==> src/rtl/hsiao_scrub_pkg.sv <==
// Shared types and widths for the Hsiao (13,8) SECDED memory scrubber.
package hsiao_scrub_pkg;

  localparam int unsigned CODE_W = 13;
  localparam int unsigned DATA_W = 8;

  typedef enum logic [2:0] {
    StIdle,
    StWait,
    StRead,
    StResp,
    StCheck,
    StWrite,
    StNext
  } scrub_state_e;

endpackage

==> src/rtl/hsiao_scrub_timer.sv <==
// Inter-scrub countdown: load to INTERVAL-1, count down while enabled, expire at zero.
module hsiao_scrub_timer #(
  parameter int unsigned INTERVAL = 1024
) (
  input  logic clk_i,
  input  logic rst_i,
  input  logic load_i,
  input  logic en_i,
  output logic expire_o
);

  localparam int unsigned CntW = (INTERVAL > 1) ? $clog2(INTERVAL) : 1;
  localparam logic [CntW-1:0] LoadVal = CntW'(INTERVAL - 1);

  logic [CntW-1:0] cnt_q, cnt_d;

  always_comb begin
    cnt_d = cnt_q;
    if (load_i) begin
      cnt_d = LoadVal;
    end else if (en_i && (cnt_q != '0)) begin
      cnt_d = cnt_q - 1'b1;
    end
  end

  assign expire_o = en_i && (cnt_q == '0);

  always_ff @(posedge clk_i) begin
    if (rst_i) begin
      cnt_q <= '0;
    end else begin
      cnt_q <= cnt_d;
    end
  end

endmodule

==> src/rtl/hsiao_scrub_controller.sv <==
// Background SECDED scrubber: periodically reads each word, counts errors, rewrites corrected
// words. Define HSIAO_SCRUB_WRITEBACK_EN to enable corrected-word writeback.
module hsiao_scrub_controller
  import hsiao_scrub_pkg::*;
#(
  parameter int unsigned ADDR_W   = 8,
  parameter int unsigned DEPTH    = 256,
  parameter int unsigned INTERVAL = 1024,
  parameter int unsigned CNT_W    = 16
) (
  input  logic              clk,
  input  logic              rst,
  input  logic              scrub_en,
  input  logic              host_busy,
  output logic              mem_req,
  output logic              mem_we,
  output logic [ADDR_W-1:0] mem_addr,
  output logic [CODE_W-1:0] mem_wdata,
  input  logic              mem_ack,
  input  logic              mem_rvalid,
  input  logic [CODE_W-1:0] mem_rdata,
  output logic [CODE_W-1:0] ecc_code,
  input  logic [DATA_W-1:0] ecc_data,
  input  logic              ecc_sec,
  input  logic              ecc_ded,
  output logic [DATA_W-1:0] enc_data,
  input  logic [CODE_W-1:0] enc_code,
  input  logic              err_clear,
  output logic [CNT_W-1:0]  sec_count,
  output logic [CNT_W-1:0]  ded_count,
  output logic              ded_flag,
  output logic [ADDR_W-1:0] ded_addr,
  output logic              pass_done
);

  localparam logic [ADDR_W-1:0] LastAddr = ADDR_W'(DEPTH - 1);

  scrub_state_e      state_q, state_d;
  logic [ADDR_W-1:0] addr_q, addr_d;
  logic [CODE_W-1:0] word_q, word_d;
  logic [DATA_W-1:0] data_q, data_d;
  logic [CNT_W-1:0]  sec_count_q, sec_count_d;
  logic [CNT_W-1:0]  ded_count_q, ded_count_d;
  logic              ded_flag_q, ded_flag_d;
  logic [ADDR_W-1:0] ded_addr_q, ded_addr_d;
  logic              tmr_load, tmr_en, tmr_expire;
  logic              sec_event, ded_event;

  hsiao_scrub_timer #(
    .INTERVAL (INTERVAL)
  ) u_timer (
    .clk_i    (clk),
    .rst_i    (rst),
    .load_i   (tmr_load),
    .en_i     (tmr_en),
    .expire_o (tmr_expire)
  );

  always_comb begin
    state_d   = state_q;
    addr_d    = addr_q;
    word_d    = word_q;
    data_d    = data_q;
    mem_req   = 1'b0;
    mem_we    = 1'b0;
    mem_wdata = '0;
    enc_data  = data_q;
    pass_done = 1'b0;
    tmr_load  = 1'b0;
    tmr_en    = 1'b0;
    sec_event = 1'b0;
    ded_event = 1'b0;
    unique case (state_q)
      StIdle: begin
        if (scrub_en) begin
          state_d  = StWait;
          tmr_load = 1'b1;
        end
      end
      // Disabling while waiting abandons the countdown; no word is in flight yet.
      StWait: begin
        if (!scrub_en) begin
          state_d = StIdle;
        end else begin
          tmr_en = 1'b1;
          if (tmr_expire) state_d = StRead;
        end
      end
      StRead: begin
        if (!host_busy) begin
          mem_req = 1'b1;
          if (mem_ack) state_d = StResp;
        end
      end
      StResp: begin
        if (mem_rvalid) begin
          word_d  = mem_rdata;
          state_d = StCheck;
        end
      end
      // A word flagged both ways is treated as uncorrectable and never rewritten.
      StCheck: begin
        data_d  = ecc_data;
        state_d = StNext;
        if (ecc_ded) begin
          ded_event = 1'b1;
        end else if (ecc_sec) begin
          sec_event = 1'b1;
`ifdef HSIAO_SCRUB_WRITEBACK_EN
          state_d = StWrite;
`endif
        end
      end
      StWrite: begin
        if (!host_busy) begin
          mem_req   = 1'b1;
          mem_we    = 1'b1;
          mem_wdata = enc_code;
          if (mem_ack) state_d = StNext;
        end
      end
      StNext: begin
        if (addr_q == LastAddr) begin
          addr_d    = '0;
          pass_done = 1'b1;
        end else begin
          addr_d = addr_q + 1'b1;
        end
        if (scrub_en) begin
          state_d  = StWait;
          tmr_load = 1'b1;
        end else begin
          state_d = StIdle;
        end
      end
      default: state_d = StIdle;
    endcase
  end

  // A clear coinciding with an event restarts the record from that event.
  always_comb begin
    sec_count_d = sec_count_q;
    ded_count_d = ded_count_q;
    ded_flag_d  = ded_flag_q;
    ded_addr_d  = ded_addr_q;
    if (err_clear) begin
      sec_count_d = sec_event ? CNT_W'(1) : '0;
      ded_count_d = ded_event ? CNT_W'(1) : '0;
      ded_flag_d  = ded_event;
      ded_addr_d  = ded_event ? addr_q : '0;
    end else begin
      if (sec_event && (sec_count_q != '1)) sec_count_d = sec_count_q + 1'b1;
      if (ded_event && (ded_count_q != '1)) ded_count_d = ded_count_q + 1'b1;
      if (ded_event) begin
        ded_flag_d = 1'b1;
        if (!ded_flag_q) ded_addr_d = addr_q;
      end
    end
  end

  always_ff @(posedge clk) begin
    if (rst) begin
      state_q     <= StIdle;
      addr_q      <= '0;
      word_q      <= '0;
      data_q      <= '0;
      sec_count_q <= '0;
      ded_count_q <= '0;
      ded_flag_q  <= 1'b0;
      ded_addr_q  <= '0;
    end else begin
      state_q     <= state_d;
      addr_q      <= addr_d;
      word_q      <= word_d;
      data_q      <= data_d;
      sec_count_q <= sec_count_d;
      ded_count_q <= ded_count_d;
      ded_flag_q  <= ded_flag_d;
      ded_addr_q  <= ded_addr_d;
    end
  end

  assign mem_addr  = addr_q;
  assign ecc_code  = word_q;
  assign sec_count = sec_count_q;
  assign ded_count = ded_count_q;
  assign ded_flag  = ded_flag_q;
  assign ded_addr  = ded_addr_q;

endmodule
==> config.mk <==
export PLATFORM = sky130hd
export DESIGN_NAME = hsiao_scrub_controller
export DESIGN_NICKNAME = d
export VERILOG_FILES = /design/src/rtl/hsiao_scrub_pkg.sv /design/src/rtl/hsiao_scrub_timer.sv /design/src/rtl/hsiao_scrub_controller.sv
export SDC_FILE = /design/constraint.sdc
export NUM_CORES = 1
export LEC_CHECK = 0
export BUFFER_PORTS_ARGS = -buffer_cell sky130_fd_sc_hd__buf_2
export CORE_MARGIN = 2
export CORE_UTILIZATION = 54
export DETAILED_ROUTE_END_ITERATION = 10
export PLACE_DENSITY = 0.84
export SETUP_SLACK_MARGIN = 0.1
export SYNTH_ARGS = -nofsm -noshare
export SYNTH_HDL_FRONTEND = slang
export SYNTH_HIERARCHICAL = 1
export SYNTH_SLANG_ARGS = --single-unit
export TNS_END_PERCENT = 1
==> constraint.sdc <==
create_clock -name clk -period 7.02 [get_ports clk]
set_input_delay 0.702 -clock clk [delete_from_list [all_inputs] [get_ports clk]]
set_output_delay 0.702 -clock clk [all_outputs]
set_load 0.01 [all_outputs]
[Yosys cells after proc, flatten, opt, wreduce, memory -nomap -nowiden]
Cells that the tools add are included.
Operators by class
  $add $sub $neg: 4
  multiply operators: 0
  divide/modulo/power cells: 0
  order comparisons: 0
  equal/unequal tests: 17
  shift operators: 0
  multiplexer cells: 40
  bitwise operators: 0
  reductions and logical operators: 16
Operators with widths (number)
  $mux 16: 4
  $mux 8: 5
  $add 16x1->16 const B: 2
  $ne 16x16->1 const B: 2
  $mux 13: 2
  $mux 3: 8
  $pmux 3 s7: 1
  $mux 10: 2
  $mux 1: 18
  $ne 2x2->1 const B: 7
  $logic_not 10->1: 1
  $reduce_bool 10->1: 1
  $sub 10x1->10 const B: 1
  $eq 3x3->1 const B: 3
  $add 8x1->8 const B: 1
  $eq 8x8->1 const B: 1
  $reduce_bool 2->1: 4
  $reduce_and 7->1: 1
  $eq 3x2->1 const B: 2
  $logic_and 1x1->1: 4
  $reduce_and 2->1: 2
  $reduce_or 2->1: 2
  $eq 3x1->1 const B: 1
  $logic_not 3->1: 1
  $ne 3x3->1 const B: 1
Word-level totals
  register bits after elaboration: 83
  bits in latches: 0
  memory bits (writable): 0
  memory bits (read-only): 0
  input bits: 43
  word-level logic and storage cells: 86
  memories kept: 0

[Logic depth before layout (Yosys ltp)]
Gate-level depths: netlist of the first run.
  depth after elaboration: 6
  depth in mapped cells: 9
  depth with buffers taken out: 9

[Cells and area by module]
Netlist of the first run, hierarchy kept.
By module, submodules not included
  hsiao_scrub_controller: instances 1, cells an instance 433, area an instance 3514.6 µm², seq. area each 1461.4 µm²
  hsiao_scrub_timer: instances 1, cells an instance 58, area an instance 549.3 µm², seq. area each 200.2 µm²

[Least setup slack after synthesis of the first run]
Ideal clock, no wire load.
  kind: reg2reg
  start: reg state_q[0]
  end: reg u_timer.cnt_q[5]
  library setup time: 0.074 ns
  arrival time: 2.401 ns
  data required time: 6.946 ns
  setup slack: 4.544 ns
  stages on the path, launching flop included: 9
  buffers on the path: 1
  path through: dfxtp_1 > clkbuf_1 > nor2b_1 > nand2_1 > nor2_1 > or4b_4 > nor2_4 > or4b_1 > a31oi_1
On the way
  longest elaborated chain between the ends: 4
  elaborated cells between the ends (all ways): 9
RTL lines
  start, declared: RTL line hsiao_scrub_controller.sv:38  | scrub_state_e state_q, state_d;
  start signal, assigned: RTL line hsiao_scrub_controller.sv:163  | state_q <= StIdle;
  start signal, assigned: RTL line hsiao_scrub_controller.sv:172  | state_q <= state_d;
  $eq 3x1->1: RTL line hsiao_scrub_controller.sv:73  | unique case (state_q)
  $mux 1: RTL line hsiao_scrub_controller.sv:73
  via tmr_en: RTL line hsiao_scrub_controller.sv:46  | logic tmr_load, tmr_en, tmr_expire;
  $logic_and 1x1->1: RTL line hsiao_scrub_timer.sv:21  | end else if (en_i && (cnt_q != '0)) begin
  $reduce_bool 2->1 (no source line)
  end signal, assigned: RTL line hsiao_scrub_timer.sv:32  | cnt_q <= cnt_d;
  end, declared: RTL line hsiao_scrub_timer.sv:15  | logic [CntW-1:0] cnt_q, cnt_d;
The timed path passes the listed nets, and every way through them passes these cells.
A chain may end at the register's enable or synchronous reset.

[Worst setup path after layout of the first run]
  start: reg state_q[0]
  end: out mem_wdata[3]
On the way
  longest elaborated chain between the ends: 2
RTL lines
  $eq 3x3->1: RTL line hsiao_scrub_controller.sv:73
  $mux 13: RTL line hsiao_scrub_controller.sv:73
  end, declared: RTL line hsiao_scrub_controller.sv:18  | output logic [CODE_W-1:0] mem_wdata,
Every way passes these cells.

==> flow_summary.json, run 1 <==
{
  "status": "finished clean",
  "drc": 0,
  "rsz0062_at_grt": "no",
  "clk_pin_slew_worst_paths_ps": 80,
  "grt_start_max_net_pins": 53,
  "wl_mm": 10.25,
  "dieArea_mm2": 0.008236,
  "crit_fanout": 16,
  "via_count": 4145,
  "ff2ff_setup_slack_ps": 4330,
  "yosysSeqAreaShare_pct": 40.89,
  "fin_crit_sh_pct": 42.93,
  "coreArea_mm2": 0.007253,
  "die_w_um": 90.75,
  "diodes": 0,
  "syn_nets": 538,
  "routedWlPerCell_um": 14.49,
  "hpwl_mm": 7.234,
  "ios": 129,
  "cts.hold.buffers_added": 0,
  "ant_nets": 0,
  "worstMarginPinSlew_ps": 1023,
  "place.gp.congestion": 0.8398,
  "ys_ff_latch": 83,
  "cts.path.max_buffers": 2,
  "clockRootBuffer": "clkbuf_8",
  "layout-drive-gt1-share_pct": 25.99,
  "antenna_found_initial": 0,
  "fp-row-count": 31,
  "grt_first_pass_wirelength_mm": 17.42,
  "dr.pass1.iters": 5,
  "cts_setup_buffers": 0,
  "hold_depth": 2,
  "synth_area_leader_cell": "dfxtp_1",
  "yosysWarningCount": 6,
  "reg2reg_depth": 7,
  "worstHoldStart": "ecc_code[7]",
  "max_freq_mhz": 331.8,
  "finalHoldViolations": 0,
  "drt-initial-drc-count": 174,
  "min_to": "ecc_code[7]",
  "drv_slew": 0,
  "cp-start-kind": "register",
  "initial_core_util_pct": 56.03,
  "power.density_mw_per_mm2": 198.1,
  "worstPathArrival_ps": 2310,
  "cts_sinks": 83,
  "vdd_drop_max_mv": 0.1243,
  "placed_cell_area_mm2": 0.004731,
  "yosysTopAreaCellShare_pct": 40.89,
  "crit_type": "reg -> out",
  "cts_made_buffers": 9,
  "track_usage_pct": 25.04,
  "grt_overflow_total": 0,
  "syn_avg_cell_area_um2": 8.277,
  "portBuffers": 128,
  "clk-insertion-delay-late_ps": 350,
  "skew_ps": 9.838,
  "cp-end-kind": "output port",
  "hold_class": "reg -> reg",
  "drv_cap": 0,
  "synth_area_leaders": "dfxtp_1 (41%), a21oi_1 (6.8%), nand2_1 (6.5%)",
  "syn_area_mm2": 0.004064,
  "finalSetupViolCount": 0,
  "post_cts_resize_count": 0,
  "synth-edff-count": 0,
  "ys_async_sr_fraction_pct": 0,
  "final_cell_area_mm2": 0.004938,
  "ys.flop_type": "dfxtp_1",
  "grt_pass1_vias": 3848,
  "r2r_end": "u_timer/cnt_q[5]",
  "setup_tns_ps": 0,
  "relSlewSlack_pct": 31.53,
  "htreeDepth": 3,
  "cts_tree": "yes",
  "r2r-start": "state_q[0]",
  "nets": 650,
  "syn_to_final_growth_pct": 21.52,
  "die_y_um": 90.75,
  "leakagePower_nw": 2.043,
  "synth.distinct_cells": 61,
  "via_per_inst": 5.863,
  "final.min_clock_period_ps": 3014,
  "crit_required_ps": 6320,
  "syn_inst": 491
}
cell usage after synthesis, drive strengths merged, types with 3 or more instances:
library cell / instances
a211oi: 3
mux2i: 3
nand3b: 12
or3: 10
a41oi: 3
nand2b: 5
and3: 10
nor2: 22
nor3: 10
a41o: 6
nor4: 7
a21oi: 55
o21ai: 13
and2: 15
or2: 3
or4: 11
o31ai: 6
ha: 4
nand3: 23
a31oi: 16
buf: 6
dfxtp: 83
nand4: 12
inv: 4
xnor2: 6
xor2: 5
o311ai: 3
and4: 6
o41ai: 5
nand2: 70
clkbuf: 23
nor2b: 5
critical path, cell delays in order (launching register included):
cell     delay, ps
dfxtp_1        610
inv_1          140
nor3_1         830
and2_1         240
buf_2          130
worst max-delay path by stage:
stage | cells after the start | slack, ps | start | endpoint
floorplan | 8 | 4540 | state_q[0] | u_timer/cnt_q[5]
global placement | 4 | 4440 | state_q[2] | sec_count[11]
detailed placement | 4 | 4360 | host_busy | mem_wdata[3]
CTS | 4 | 4040 | state_q[0] | mem_wdata[3]
global route | 4 | 3750 | state_q[0] | mem_wdata[3]
finish | 4 | 4010 | state_q[0] | mem_wdata[3]
placed cells by master (no fill, tap or decap), types with 7 or more instances in the layout:
cell type	n
nand3b_1	12
clkbuf_8	9
o21ai_0	13
a31oi_1	16
nor2_1	21
or4_1	10
or3_1	10
nor4_1	7
and3_1	10
a21oi_1	55
nor3_1	10
buf_2	128
dfxtp_1	83
nand3_1	23
and2_1	15
nand4_1	12
nand2_1	70
metal layers:
layer	routed length (µm)	up-vias	track usage, %
met2	4947	145	41.92
met4	146	0	9.615
met5	0	-	0
met1	4546	1933	32.35
met3	606	13	4.090
li1	-	2054	-
state kept, by name, summed over array words and instances (netlist names), 3 cells and up:
name	count
ded_addr	8
ded_count	16
u_timer/cnt_q	10
ecc_code	13
sec_count	16
enc_data	8
state_q	3
mem_addr	8
stage by stage:
| stage | hold WS, ps | power [mW] | worst slack, ps | util, % | cells |
|---|---|---|---|---|---|
| floorplan | 480.5 | 0.5927 | 4544 | - | 491 |
| global placement | 439.3 | 0.6160 | 4444 | 65.22 | 691 |
| detailed placement | 445.7 | 0.6230 | 4359 | 65.22 | 691 |
| CTS | 457.3 | 0.9805 | 4036 | 68.09 | 707 |
| global route | 474.4 | 1.018 | 3754 | 68.09 | 707 |
| finish | 454.8 | 0.9784 | 4006 | 68.09 | 707 |
kinds of logic (layout without fill, tap and decap cells):
| kind of cell | after synthesis | count (layout) | synth area share, % |
|---|---|---|---|
| AOI/OAI and AO/OA | 122 | 122 | 19.37 |
| muxes | 4 | 4 | 1.016 |
| buffers and inverters | 34 | 151 | 3.386 |
| adders and majority gates | 4 | 4 | 1.232 |
| and+or+nand+nor | 233 | 233 | 31.74 |
| xor gates and xnor gates | 11 | 11 | 2.371 |
| DFF | 83 | 83 | 40.89 |
final cells by class:
cell class	instances	area, µm²
fill	621	2315
multi-input combinational	374	2271
sequential	83	1662
timing repair buffer	130	655.6
clock buffer	10	127.6
tap	99	123.9
clock inverter	6	80.08
inverter	5	18.77
report_power, final:
| part | switching (mW) | leakage [nW] | internal, mW |
|---|---|---|---|
| logic | 0.0588 | 1.26 | 0.0473 |
| clock network | 0.166 | 0.110 | 0.198 |
| registers | 0.0222 | 0.671 | 0.485 |
Power figures use the tool's default switching activity.
==> run 2, diff against run 1 <==
- ABC_AREA: default -> 1
- CORE_UTILIZATION: 54 -> 52
- PLACE_DENSITY: 0.84 -> 0.8
- clock period: 7.02 -> 2.8 ns (I/O delays scaled with it)
==> run 2 against run 1 <==
Effect of this change:
- worst hold slack got worse by 280 ps
- wire length rose by 12%
- synthesized area rose by 9.6%
- clock power rose to 2.7 times the previous value
- worst setup slack got worse by 3300 ps
- power rose to 3.4 times the previous value
- synthesized cell count rose by 36%
- critical path type unchanged
- final cell count rose by 27%
- utilization fell by 3.0 points
- non-clock buffer count rose by 3
- largest cell class unchanged
==> flow_summary.json, run 2 <==
{
  "status": "finished clean",
  "crit_type": "reg -> out",
  "drc": 0,
  "grt_overflow_total": 0,
  "setup_tns_ps": 0,
  "cp_top_family": "simple AND/OR/NAND/NOR gates",
  "synth_area_leaders": "dfxtp_1 (37%), nand2_1 (13%), nand3_1 (11%)",
  "routedWlPerCell_um": 12.75,
  "cp_cell_sequence": "inv_1, nor2_2, nand2_2, nor3_4, nand3_2, nor2_1, buf_2",
  "dr.pass1.iters": 5,
  "layout_commonest_cell": "nand2_1",
  "initial_core_util_pct": 53.95,
  "hpwl_mm": 8.294,
  "crit_fanout": 6,
  "syn_inst": 666,
  "cts_sinks": 83,
  "cts.hold.buffers_added": 0,
  "finalWorstSetupSlack_ps": 687.2,
  "slowest_stage": "dfxtp_1",
  "clk-insertion-delay-late_ps": 350,
  "worstMarginPinSlew_ps": 662.7,
  "synth_most_common_cell": "nand2_1",
  "nets": 834,
  "clk_pin_slew_worst_paths_ps": 90,
  "grt_start_max_net_pins": 53,
  "syn_area_mm2": 0.004456,
  "cts_tree": "yes",
  "syn_to_final_growth_pct": 20.72,
  "die_w_um": 96.57,
  "clockRootBuffer": "clkbuf_8",
  "cp.buffers_inverters": 2,
  "slowest_delay_ps": 420,
  "place.gp.congestion": 0.8453,
  "dieArea_mm2": 0.009325,
  "ys_ff_latch": 83,
  "pre_cts_ws_ps": 947.1,
  "ff2ff_setup_slack_ps": 900,
  "cts_setup_buffers": 0,
  "vdd_drop_max_mv": 0.4589,
  "post_cts_resize_count": 0,
  "antenna_found_initial": 0,
  "htreeDepth": 3,
  "wl_mm": 11.44,
  "ys_async_sr_fraction_pct": 0,
  "layout_common_cells": "nand2_1 (151), buf_2 (128), nor2_1 (105)",
  "ys.flop_type": "dfxtp_1",
  "grt_first_pass_wirelength_mm": 18.05,
  "yosys-top-cells-count": "nand2_1 (151), nor2_1 (105), nand3_1 (94)",
  "fp-row-count": 33,
  "cp-start-kind": "register",
  "rsz0062_at_grt": "no",
  "layout-drive-gt1-share_pct": 23.86,
  "fin_cells": 897,
  "syn_nets": 713,
  "fillers": 741,
  "via_count": 4687,
  "yosysWarningCount": 6,
  "drv_slew": 0,
  "cts_made_buffers": 9,
  "finalHoldViolations": 0,
  "skew_ps": 10.78,
  "yosysSeqAreaShare_pct": 37.29,
  "via_per_inst": 5.225,
  "final.min_clock_period_ps": 2113,
  "dp.cells": 881,
  "syn_avg_cell_area_um2": 6.690,
  "synth-edff-count": 0,
  "diodes": 0,
  "die_y_um": 96.57,
  "postLayoutCoreUtil_pct": 65.14,
  "fin_crit_sh_pct": 75.46,
  "ant_nets": 0,
  "drv_cap": 0,
  "finalSetupViolCount": 0,
  "multi_input_area_mm2": 0.002455,
  "ios": 129,
  "relSlewSlack_pct": 55.66,
  "synth.distinct_cells": 36,
  "synth_area_leader_cell": "dfxtp_1",
  "max_freq_mhz": 473.3,
  "grt_pass1_vias": 4029,
  "cts.path.max_buffers": 2,
  "seqCellArea_mm2": 0.001662,
  "hold_class": "in -> reg",
  "total_power_mw": 3.285,
  "leakagePower_nw": 2.393,
  "portBuffers": 128,
  "track_usage_pct": 24.30,
  "yosysTopAreaCellShare_pct": 37.29,
  "cp-end-kind": "output port",
  "power.density_mw_per_mm2": 610.8,
  "crit_required_ps": 2520,
  "worstPathArrival_ps": 1830,
  "drt-initial-drc-count": 263,
  "coreArea_mm2": 0.008258
}
run 2: cells by family (layout without fill, tap and decap cells):
| logic type | after synthesis | in the layout | share of synthesized area [%] |
|---|---|---|---|
| simple gates | 400 | 400 | 41.03 |
| flops | 83 | 83 | 37.29 |
| compound gates | 82 | 82 | 10.19 |
| fa+ha+maj | 4 | 4 | 1.123 |
| buf+inv | 83 | 209 | 7.610 |
| xor+xnor | 14 | 14 | 2.752 |
run 2: path summary, 6_finish.rpt:
| check | from | cells past startpoint | to |
|---|---|---|---|
| min | ecc_data[6] | 3 | enc_data[6] |
| max reg2reg | state_q[0] | 12 | state_q[1] |
| min reg2reg | ecc_code[7] | 2 | ecc_code[7] |
| max | state_q[1] | 7 | pass_done |
run 2: cell type report:
| type | instances | share of cell area [%] |
|---|---|---|
| clock buffer | 12 | 2.884 |
| multi-input combinational | 500 | 45.64 |
| timing repair buffer | 133 | 12.61 |
| inverter | 60 | 4.187 |
| clock inverter | 4 | 1.349 |
| sequential | 83 | 30.89 |
| tap | 105 | 2.442 |
run 2: layer usage:
metal / routed length [µm] / part of all wire (%) / vias up / GRT usage [%]
met5: 0 / 0 / - / 0
met4: 97 / 0.85 / 0 / 7.981
met2: 5608 / 49 / 156 / 41.38
met1: 5096 / 45 / 2123 / 31.57
li1: - / - / 2400 / -
met3: 636 / 5.6 / 8 / 3.724
run 2: worst min-delay path: stages:
cell and delay, ps:
buf_2 70, o21ai_0 70, nor2_1 80
run 2: where the power goes:
part           switching [mW]  internal [mW]
Clock                   0.427          0.551
Combinational           0.592          0.337
Sequential             0.0997           1.28
run 2: metrics by stage:
step           hold WS [ps]  cell area, µm²
6_report              178.1            5379
5_1_grt               181.4            5379
4_1_cts               178.1            5379
3_5_place_dp          453.0            5151
3_3_place_gp          446.6            5151
2_1_floorplan         443.5            4456
